==> config.mk <==
export PLATFORM = sky130hd
export DESIGN_NAME = basic_spi_slave
export DESIGN_NICKNAME = d
export VERILOG_FILES = /design/src/rtl/basic_spi_pkg.sv /design/src/rtl/spi_sync_edge.sv /design/src/rtl/basic_spi_slave.sv
export SDC_FILE = /design/constraint.sdc
export NUM_CORES = 1
export LEC_CHECK = 0
export ABC_AREA = 1
export CORE_UTILIZATION = 53
export DETAILED_ROUTE_END_ITERATION = 8
export PLACE_DENSITY_LB_ADDON = 0.1
export SLEW_MARGIN = 20
export SYNTH_ARGS = -nofsm -noshare
export SYNTH_HDL_FRONTEND = slang
export SYNTH_SLANG_ARGS = --single-unit
export TNS_END_PERCENT = 1
==> constraint.sdc <==
create_clock -name clk -period 2.24 [get_ports clk]
set_clock_uncertainty 0.15 [all_clocks]
set_input_delay 0.336 -clock clk [delete_from_list [all_inputs] [get_ports clk]]
set_output_delay 0.336 -clock clk [all_outputs]
set_load 0.05 [all_outputs]
==> src/rtl/basic_spi_pkg.sv <==
// -----------------------------------------------------------------------------
// basic_spi_pkg
// Shared constants for the basic SPI slave.
//   SPI_WIDTH    default word length in bits
//   SYNC_STAGES  default depth of each pin synchronizer
//   ST_IDLE      frame not in progress (cs_n high)
//   ST_ACTIVE    frame in progress (cs_n low), miso driven
// -----------------------------------------------------------------------------
package basic_spi_pkg;

  localparam int SPI_WIDTH   = 16;
  localparam int SYNC_STAGES = 2;

  typedef logic state_t;

  localparam state_t ST_IDLE   = 1'b0;
  localparam state_t ST_ACTIVE = 1'b1;

endpackage : basic_spi_pkg

==> src/rtl/spi_sync_edge.sv <==
// -----------------------------------------------------------------------------
// spi_sync_edge
// Brings one asynchronous pin into the clk domain through SYNC_STAGES flops
// and produces single-cycle pulses on its rising and falling edges.
// Ports:
//   clk     system clock
//   rst     synchronous, active-high reset
//   pin_i   asynchronous input pin
//   rise_o  1-clk pulse: synchronized pin went 0 -> 1
//   fall_o  1-clk pulse: synchronized pin went 1 -> 0
// Parameters:
//   SYNC_STAGES  synchronizer depth (must be >= 2)
//   RESET_VAL    idle level of the pin; the chain resets to it so that no
//                spurious edge is reported when reset is released
// -----------------------------------------------------------------------------
module spi_sync_edge #(
  parameter int   SYNC_STAGES = 2,
  parameter logic RESET_VAL   = 1'b0
) (
  input  logic clk,
  input  logic rst,
  input  logic pin_i,
  output logic rise_o,
  output logic fall_o
);

  logic [SYNC_STAGES-1:0] sync_q;
  logic                   prev_q;

  always_ff @(posedge clk) begin
    if (rst) begin
      sync_q <= {SYNC_STAGES{RESET_VAL}};
      prev_q <= RESET_VAL;
    end else begin
      sync_q <= {sync_q[SYNC_STAGES-2:0], pin_i};
      prev_q <= sync_q[SYNC_STAGES-1];
    end
  end

  // Edge pulses are combinational off the last stage, so the consuming logic
  // acts on the clk edge after the pulse: SYNC_STAGES+1 clk from the pin.
  assign rise_o = sync_q[SYNC_STAGES-1] & ~prev_q;
  assign fall_o = ~sync_q[SYNC_STAGES-1] & prev_q;

endmodule : spi_sync_edge

==> src/rtl/basic_spi_slave.sv <==
// -----------------------------------------------------------------------------
// basic_spi_slave
// SPI mode 0 (CPOL=0, CPHA=0), MSB-first slave. sclk, cs_n and mosi are
// oversampled in the clk domain. One shift register serves both directions:
// its MSB drives miso while received bits enter at the LSB.
// Ports:
//   clk, rst    system clock, synchronous active-high reset
//   sclk        SPI clock from master (async, at most clk/8)
//   cs_n        chip select from master (async, active low)
//   mosi        serial data from master (async)
//   miso        serial data to master; shift MSB while active, else 0
//   miso_oe     tri-buffer enable for miso; high only while active
//   data_in     TX word from CPU, captured on we
//   we          1-clk write strobe for data_in
//   data_out    last complete RX word
//   rd          1-clk strobe: CPU consumed data_out
//   rx_valid    data_out holds an unread word
//   done        1-clk pulse when a word completes
//   tx_empty    TX buffer consumed, CPU may write the next word
//   overrun     sticky: a word completed while rx_valid was still set
// -----------------------------------------------------------------------------
module basic_spi_slave #(
  parameter int WIDTH       = basic_spi_pkg::SPI_WIDTH,
  parameter int SYNC_STAGES = basic_spi_pkg::SYNC_STAGES
) (
  input  logic             clk,
  input  logic             rst,
  input  logic             sclk,
  input  logic             cs_n,
  input  logic             mosi,
  output logic             miso,
  output logic             miso_oe,
  input  logic [WIDTH-1:0] data_in,
  input  logic             we,
  output logic [WIDTH-1:0] data_out,
  input  logic             rd,
  output logic             rx_valid,
  output logic             done,
  output logic             tx_empty,
  output logic             overrun
);

  import basic_spi_pkg::*;

  localparam int                CNT_W    = $clog2(WIDTH) + 1;
  localparam logic [CNT_W-1:0] CNT_LAST = CNT_W'(WIDTH - 1);
  localparam logic [CNT_W-1:0] CNT_FULL = CNT_W'(WIDTH);

  // ---------------------------------------------------------------------------
  // Pin synchronizers
  // ---------------------------------------------------------------------------
  logic sclk_rise, sclk_fall;
  logic cs_rise, cs_fall;

  spi_sync_edge #(
    .SYNC_STAGES (SYNC_STAGES),
    .RESET_VAL   (1'b0)
  ) u_sclk_sync (
    .clk    (clk),
    .rst    (rst),
    .pin_i  (sclk),
    .rise_o (sclk_rise),
    .fall_o (sclk_fall)
  );

  // cs_n idles high, so its chain resets high.
  spi_sync_edge #(
    .SYNC_STAGES (SYNC_STAGES),
    .RESET_VAL   (1'b1)
  ) u_cs_sync (
    .clk    (clk),
    .rst    (rst),
    .pin_i  (cs_n),
    .rise_o (cs_rise),
    .fall_o (cs_fall)
  );

  // mosi only needs its level; it has the same latency as the sclk chain so
  // the bit seen on a detected sclk rise is the one the master set up.
  logic [SYNC_STAGES-1:0] mosi_sync_q;
  logic                   mosi_sync;

  always_ff @(posedge clk) begin
    if (rst) begin
      mosi_sync_q <= '0;
    end else begin
      mosi_sync_q <= {mosi_sync_q[SYNC_STAGES-2:0], mosi};
    end
  end

  assign mosi_sync = mosi_sync_q[SYNC_STAGES-1];

  // ---------------------------------------------------------------------------
  // FSM: state register
  // ---------------------------------------------------------------------------
  state_t state_q, state_d;

  always_ff @(posedge clk) begin
    if (rst) begin
      state_q <= ST_IDLE;
    end else begin
      state_q <= state_d;
    end
  end

  // ---------------------------------------------------------------------------
  // FSM: next state
  // ---------------------------------------------------------------------------
  always_comb begin : fsm_next
    state_d = state_q;
    if (state_q == ST_IDLE) begin
      if (cs_fall) begin
        state_d = ST_ACTIVE;
      end
    end else begin
      if (cs_rise) begin
        state_d = ST_IDLE;
      end
    end
  end

  // ---------------------------------------------------------------------------
  // Datapath registers
  // ---------------------------------------------------------------------------
  logic [CNT_W-1:0] bit_cnt_q, bit_cnt_d;
  logic [WIDTH-1:0] shift_q, shift_d;
  logic             rx_bit_q, rx_bit_d;
  logic [WIDTH-1:0] tx_buf_q, tx_buf_d;
  logic             tx_full_q, tx_full_d;
  logic [WIDTH-1:0] data_out_q, data_out_d;
  logic             rx_valid_q, rx_valid_d;
  logic             overrun_q, overrun_d;
  logic             done_q, done_d;

  // Events qualified by state. A cs_rise masks any sclk edge in the same clk
  // so that the frame ends without a last shift or a late completion.
  logic act_evt;
  logic load_word;
  logic word_end;
  logic shift_evt;

  assign act_evt   = (state_q == ST_ACTIVE) && !cs_rise;
  assign load_word = ((state_q == ST_IDLE) && cs_fall) ||
                     (act_evt && sclk_fall && (bit_cnt_q == CNT_FULL));
  assign word_end  = act_evt && sclk_rise && (bit_cnt_q == CNT_LAST);
  assign shift_evt = act_evt && sclk_fall && (bit_cnt_q < CNT_FULL);

  always_comb begin : datapath_next
    bit_cnt_d  = bit_cnt_q;
    shift_d    = shift_q;
    rx_bit_d   = rx_bit_q;
    tx_buf_d   = tx_buf_q;
    tx_full_d  = tx_full_q;
    data_out_d = data_out_q;
    rx_valid_d = rx_valid_q;
    overrun_d  = overrun_q;
    done_d     = 1'b0;

    // Start of a word (frame start or back-to-back): the reload reads the
    // buffer as it was before any write landing in this same clk.
    if (load_word) begin
      shift_d   = tx_full_q ? tx_buf_q : '0;
      tx_full_d = 1'b0;
      bit_cnt_d = '0;
    end else if (shift_evt) begin
      shift_d = {shift_q[WIDTH-2:0], rx_bit_q};
    end

    // Sample on the rising edge; the counter saturates at WIDTH until the
    // following falling edge reloads it.
    if (act_evt && sclk_rise) begin
      rx_bit_d = mosi_sync;
      if (bit_cnt_q != CNT_FULL) begin
        bit_cnt_d = bit_cnt_q + 1'b1;
      end
    end

    // Applied after the reload so a simultaneous write leaves the buffer full.
    if (we) begin
      tx_buf_d  = data_in;
      tx_full_d = 1'b1;
    end

    if (rd) begin
      rx_valid_d = 1'b0;
      overrun_d  = 1'b0;
    end

    // Completion takes priority over rd; a word read in the same clk it is
    // replaced does not count as lost.
    if (word_end) begin
      data_out_d = {shift_q[WIDTH-2:0], mosi_sync};
      done_d     = 1'b1;
      rx_valid_d = 1'b1;
      if (rx_valid_q && !rd) begin
        overrun_d = 1'b1;
      end
    end
  end

  always_ff @(posedge clk) begin
    if (rst) begin
      bit_cnt_q  <= '0;
      shift_q    <= '0;
      rx_bit_q   <= 1'b0;
      tx_buf_q   <= '0;
      tx_full_q  <= 1'b0;
      data_out_q <= '0;
      rx_valid_q <= 1'b0;
      overrun_q  <= 1'b0;
      done_q     <= 1'b0;
    end else begin
      bit_cnt_q  <= bit_cnt_d;
      shift_q    <= shift_d;
      rx_bit_q   <= rx_bit_d;
      tx_buf_q   <= tx_buf_d;
      tx_full_q  <= tx_full_d;
      data_out_q <= data_out_d;
      rx_valid_q <= rx_valid_d;
      overrun_q  <= overrun_d;
      done_q     <= done_d;
    end
  end

  // ---------------------------------------------------------------------------
  // FSM: outputs
  // ---------------------------------------------------------------------------
  always_comb begin : fsm_outputs
    miso    = 1'b0;
    miso_oe = 1'b0;
    if (state_q == ST_ACTIVE) begin
      miso    = shift_q[WIDTH-1];
      miso_oe = 1'b1;
    end
  end

  assign data_out = data_out_q;
  assign rx_valid = rx_valid_q;
  assign overrun  = overrun_q;
  assign done     = done_q;
  assign tx_empty = !tx_full_q;

endmodule : basic_spi_slave

==> impl_metrics.env, run 1 <==
export IMPL_ys_warn_count=0
export IMPL_placed_cell_area_sq_um=3323
export IMPL_final_antenna_net_count=0
export IMPL_drive_gt1_frac=0.09955
export IMPL_tritoncts="done"
export IMPL_cts_made_buffers=9
export IMPL_synth_edf_count=0
export IMPL_drv_slew=0
export IMPL_synth_fp_nets=418
export IMPL_io_pins=45
export IMPL_die_h_microns=75.24
export IMPL_whs_ns=0.2587
export IMPL_cp_data_arrival_time_ns=1.66
export IMPL_cap_violations=0
export IMPL_gp_congestion=0.8545
export IMPL_netlist_area_sq_um=2843
export IMPL_setup_viol=0
export IMPL_irDropWorstVdd_mv=0.5217
export IMPL_avgRoutedWirePerCell_microns=11.16
export IMPL_timing_slew_headroom=0.6595
export IMPL_setup_tns_ns=0
export IMPL_grt_pass1_vias=2232
export IMPL_max_freq_mhz=466.5
export IMPL_ys_async_sr_fraction=0
export IMPL_ctsResizeCount=0
export IMPL_routed_wl_microns=5712
export IMPL_hp_class="flip-flop to flip-flop"
export IMPL_area_growth_pct=23.72
export IMPL_fill_cells=484
export IMPL_yosysMostFrequentCell="nor2_1"
export IMPL_n_antenna_cell=0
export IMPL_post_cts_buffers=0
export IMPL_grt_antenna_before_repair=0
export IMPL_drtIter0Drc=158
export IMPL_synth_common_cells="nor2_1 (85), nand2_1 (76), dfxtp_1 (67)"
export IMPL_clk_pin_slew_worst_paths_ns=0.07
export IMPL_fin_util=0.6843
export IMPL_rsz0062_at_grt="false"
export IMPL_r2r_setup_slack_ns=0.31
export IMPL_tightestPinTransition_ns=0.5092
export IMPL_htreeDepth=3
export IMPL_drc=0
export IMPL_dieWidth_microns=75.24
export IMPL_grt_pass1_wl_microns=9867
export IMPL_syn_inst=392
export IMPL_dr_total_vias=2423
export IMPL_cts_root_buffer="clkbuf_8"
export IMPL_powerDensity_nw_per_um2=676.5
export IMPL_start_util=0.5531
export IMPL_yosysUniqueCellTypes=32
export IMPL_cp_required_ns=1.75
export IMPL_cts_sinks=67
export IMPL_io_buffers=44
export IMPL_synth_top_area_cell="dfxtp_1"
export IMPL_endpoint_kind="output port"
export IMPL_ys_flop_type="dfxtp_1"
export IMPL_ys_seq_elements=67
export IMPL_coreArea_sq_um=5140
export IMPL_stdcell_area_sq_um=3517
export IMPL_synth_top_area_share=0.4718
export IMPL_grtUsageTotal=0.2368
export IMPL_overflow=0
export IMPL_layout_cells_non_filler=512
export IMPL_worstSkewPairLatency_ns=0.34
export IMPL_synth_area_leaders="dfxtp_1 (47%), nor2_1 (11%), nand2_1 (10%)"
export IMPL_fin_crit_sh=0.9569
export IMPL_rows=26
export IMPL_grt_max_degree=39
export IMPL_final_nets=463
export IMPL_seq_area_frac_synth=0.4718
export IMPL_die_area_sq_um=5660
export IMPL_dp_cells=496
export IMPL_finalHoldViolations=0
export IMPL_leakagePower_uw=0.001679
export IMPL_status="finished, final reports clean"
export IMPL_dr_pass1_iters=7
export IMPL_syn_avg_cell_area_sq_um=7.252
export IMPL_period_needed_ns=2.143
export IMPL_crit_path_max_fanout=5
export IMPL_critical_path_class="flip-flop to output port"
export IMPL_cts_buffer_depth=2
export IMPL_cts_hold_buf=0
export IMPL_routed_via_density=4.732
export IMPL_dp_hpwl_microns=3839
export IMPL_crit_path_start_kind="flip-flop"
layout by cell type (no fill, tap or decap), types with 2 or more instances in the layout:
cell / netlist / final
nor3_1: 2 / 2
nand4_1: 6 / 6
nand3_2: 2 / 2
or2_2: 2 / 2
a21oi_1: 16 / 16
nand3_1: 7 / 7
o21ai_1: 3 / 3
buf_4: 1 / 5
clkdlybuf4s50_1: 0 / 44
a21oi_2: 6 / 6
nor2_1: 85 / 85
clkinv_2: 1 / 4
nand2_4: 3 / 3
dfxtp_1: 67 / 67
nand2_2: 2 / 2
o21ai_0: 29 / 29
inv_1: 55 / 55
nand2_1: 76 / 76
o31ai_1: 2 / 2
inv_2: 2 / 2
clkbuf_8: 0 / 10
ha_1: 3 / 3
area by class of cell:
class,count,area (sq um),area share
repair buffers,49,478.0,0.1359
clock inverters,5,52.55,0.01494
flip-flops and latches,67,1341,0.3814
inverters,59,222.7,0.06332
multi-input cells,251,1194,0.3394
well taps,70,87.58,0.02490
clock buffers,11,141.4,0.04020
power by group:
part           internal (uW)  total, uW  switching [uW]  leakage, uW
clock                    538        983             444    0.0000991
combinational           69.4        158            88.6      0.00103
sequential              1220       1240            16.7     0.000546
total                   1830       2380             549      0.00168
through the flow:
step	total power (uW)	worst slack, ns
finish	2379	0.09658
global route	2479	0.03459
CTS	2396	0.08463
detailed placement	1422	0.3881
global placement	1419	0.4623
floorplan	1356	0.4641
sequential cells by signal, indices dropped and copies added (netlist names):
name and flops:
tx_buf_q 16, bit_cnt_q 5, u_cs_sync.prev_q 1, u_cs_sync.sync_q 2, u_sclk_sync.prev_q 1, state_q 1, overrun 1, data_out 16
done 1, rx_valid 1, shift_q 16, rx_bit_q 1, mosi_sync_q 2, u_sclk_sync.sync_q 2, tx_full_q 1
logic make-up (layout without fill, tap and decap cells):
| logic type | Yosys count | in the layout | share of synthesized area |
|---|---|---|---|
| adders and majority gates | 3 | 3 | 0.01321 |
| AOI/OAI and AO/OA | 58 | 58 | 0.1140 |
| buffers and inverters | 74 | 124 | 0.1083 |
| DFF | 67 | 67 | 0.4718 |
| and+or+nand+nor | 190 | 190 | 0.2927 |
per-layer routing:
layer | vias to the layer above | routed length [microns] | track usage
met5 | - | 0 | 0
met4 | 0 | 82 | 0.08025
met3 | 8 | 277 | 0.08300
met2 | 60 | 2566 | 0.3724
met1 | 1065 | 2784 | 0.3044
li1 | 1290 | - | -
critical path, cell delays in order (launching register included):
cell,delay [ns]
dfxtp_1,0.41
nand2_1,0.07
inv_1,0.05
clkdlybuf4s50_1,0.78
path summary, 6_finish.rpt:
path / start / to / cells after the start
max: state_q$_SDFF_PP0_ / miso / 3
min: u_sclk_sync.sync_q[0]$_SDFF_PP0_ / u_sclk_sync.sync_q[1]$_SDFF_PP0_ / 2
max reg2reg: bit_cnt_q[1]$_SDFF_PP0_ / data_out[5]$_SDFFE_PP0P_ / 9
min reg2reg: u_sclk_sync.sync_q[0]$_SDFF_PP0_ / u_sclk_sync.sync_q[1]$_SDFF_PP0_ / 2
No activity file was read; power rests on OpenSTA's default activity.
==> run 2: changes to the inputs <==
Settings changed: CORE_UTILIZATION 53 to 40.
==> impl_metrics.env, run 2 (synthesis results as in run 1) <==
export IMPL_status="finished, final reports clean"
export IMPL_tritoncts="done"
export IMPL_timing_slew_headroom=0.6675
export IMPL_tightestPinTransition_ns=0.4972
export IMPL_setup_tns_ns=0
export IMPL_cts_sinks=67
export IMPL_routed_via_density=4.420
export IMPL_gp_congestion=0.7663
export IMPL_drive_gt1_frac=0.1014
export IMPL_cap_violations=0
export IMPL_grt_max_degree=29
export IMPL_io_buffers=44
export IMPL_fill_cells=715
export IMPL_die_area_sq_um=7448
export IMPL_cts_made_buffers=9
export IMPL_powerDensity_nw_per_um2=743.9
export IMPL_leakagePower_uw=0.001717
export IMPL_ctsResizeCount=0
export IMPL_fin_util=0.5310
export IMPL_routed_wl_microns=5789
export IMPL_crit_path_cell_trace="nand2_1 > inv_1 > clkdlybuf4s50_1"
export IMPL_area_growth_pct=27.60
export IMPL_mostFrequentLayoutCells="nor2_1 (85), nand2_1 (76), dfxtp_1 (67)"
export IMPL_coreArea_sq_um=6832
export IMPL_start_util=0.4161
export IMPL_drv_slew=0
export IMPL_crit_path_start_kind="flip-flop"
export IMPL_crit_path_max_fanout=5
export IMPL_fin_crit_sh=0.9602
export IMPL_grt_pass1_vias=2160
export IMPL_max_freq_mhz=464.9
export IMPL_grt_antenna_before_repair=0
export IMPL_io_pins=45
export IMPL_critPathTopFamily="buffers and inverters"
export IMPL_seqCellArea_sq_um=1341
export IMPL_grt_pass1_wl_microns=9770
export IMPL_drtIter0Drc=90
export IMPL_cts_buffer_depth=2
export IMPL_grtUsageTotal=0.1664
export IMPL_crit_slowest_cell="clkdlybuf4s50_1"
export IMPL_finalHoldViolations=0
export IMPL_critical_path_class="flip-flop to output port"
export IMPL_htreeDepth=3
export IMPL_irDropWorstVdd_mv=0.3139
export IMPL_endpoint_kind="output port"
export IMPL_cp_required_ns=1.75
export IMPL_cts_hold_buf=0
export IMPL_critical_path_max_stage_delay_ns=0.79
export IMPL_drc=0
export IMPL_cp_data_arrival_time_ns=1.66
export IMPL_critPathBufInv=2
export IMPL_period_needed_ns=2.151
export IMPL_dieWidth_microns=86.30
export IMPL_cts_root_buffer="clkbuf_8"
export IMPL_avgRoutedWirePerCell_microns=10.72
export IMPL_post_cts_buffers=0
export IMPL_multiInputGateArea_sq_um=1194
export IMPL_n_antenna_cell=0
export IMPL_fin_ws_ns=0.08908
export IMPL_die_h_microns=86.30
export IMPL_overflow=0
export IMPL_dp_hpwl_microns=4004
export IMPL_clk_pin_slew_worst_paths_ns=0.07
export IMPL_hp_class="flip-flop to flip-flop"
export IMPL_rsz0062_at_grt="false"
export IMPL_dr_total_vias=2387
export IMPL_place_ws_ns=0.2654
export IMPL_layout_commonest_cell="nor2_1"
export IMPL_setup_viol=0
export IMPL_rows=30
export IMPL_final_antenna_net_count=0
export IMPL_dr_pass1_iters=4
export IMPL_final_nets=465
export IMPL_worstSkewPairLatency_ns=0.33
==> run 2: cell count changes in the layout (fill, tap and decap cells not counted), sizes merged <==
cell      previous run  this run
clkinvlp             1         0
bufinv               1         4
clkinv               5         3
buf                  5         7
==> run 2: report_power, final <==
group / switching (uW) / leakage (uW) / internal (uW)
registers: 17.1 / 0.000546 / 1220
logic: 89.2 / 0.00104 / 71.8
clock network: 446 / 0.000128 / 852
total: 553 / 0.00172 / 2150
==> run 2: worst reg2reg max path, stage by stage (launching register included) <==
cell	delay [ns]
dfxtp_1	0.37
ha_1	0.15
inv_1	0.06
nor3_1	0.14
ha_1	0.17
inv_1	0.08
nor2_8	0.33
inv_1	0.23
nor2_1	0.14
nor2_1	0.06
==> run 2: through the flow <==
stage / hold slack [ns] / power, uW / instances / instance area [sq um]
after floorplan: 0.2383 / 1356 / 392 / 2843
after global placement: 0.2415 / 1425 / 524 / 3371
after detailed placement: 0.2508 / 1427 / 524 / 3371
after CTS: 0.2614 / 2723 / 540 / 3627
after global routing: 0.2764 / 2787 / 540 / 3627
final: 0.2579 / 2698 / 540 / 3627
==> run 2: worst paths after layout <==
check	start	endpoint	cells past startpoint	slack (ns)
max	state_q$_SDFF_PP0_	miso	3	0.09
min	u_sclk_sync.sync_q[0]$_SDFF_PP0_	u_sclk_sync.sync_q[1]$_SDFF_PP0_	2	0.26
max reg2reg	bit_cnt_q[1]$_SDFF_PP0_	data_out[9]$_SDFFE_PP0P_	9	0.27
min reg2reg	u_sclk_sync.sync_q[0]$_SDFF_PP0_	u_sclk_sync.sync_q[1]$_SDFF_PP0_	2	0.26
==> run 2: routing by layer <==
metal,track usage,vias to the layer above,share of wire
met2,0.2468,36,0.42
met1,0.2369,1051,0.54
li1,-,1296,-
met3,0.03143,4,0.029
met4,0.06818,0,0.0088
met5,0,-,0
==> run 2: area by class of cell <==
cell class              instances  area share
clock buffers                  11     0.03622
clock inverters                 5     0.03449
inverters                      59     0.06140
multi-input cells             251      0.3291
flip-flops and latches         67      0.3698
well taps                      96     0.03311
repair buffers                 51      0.1359
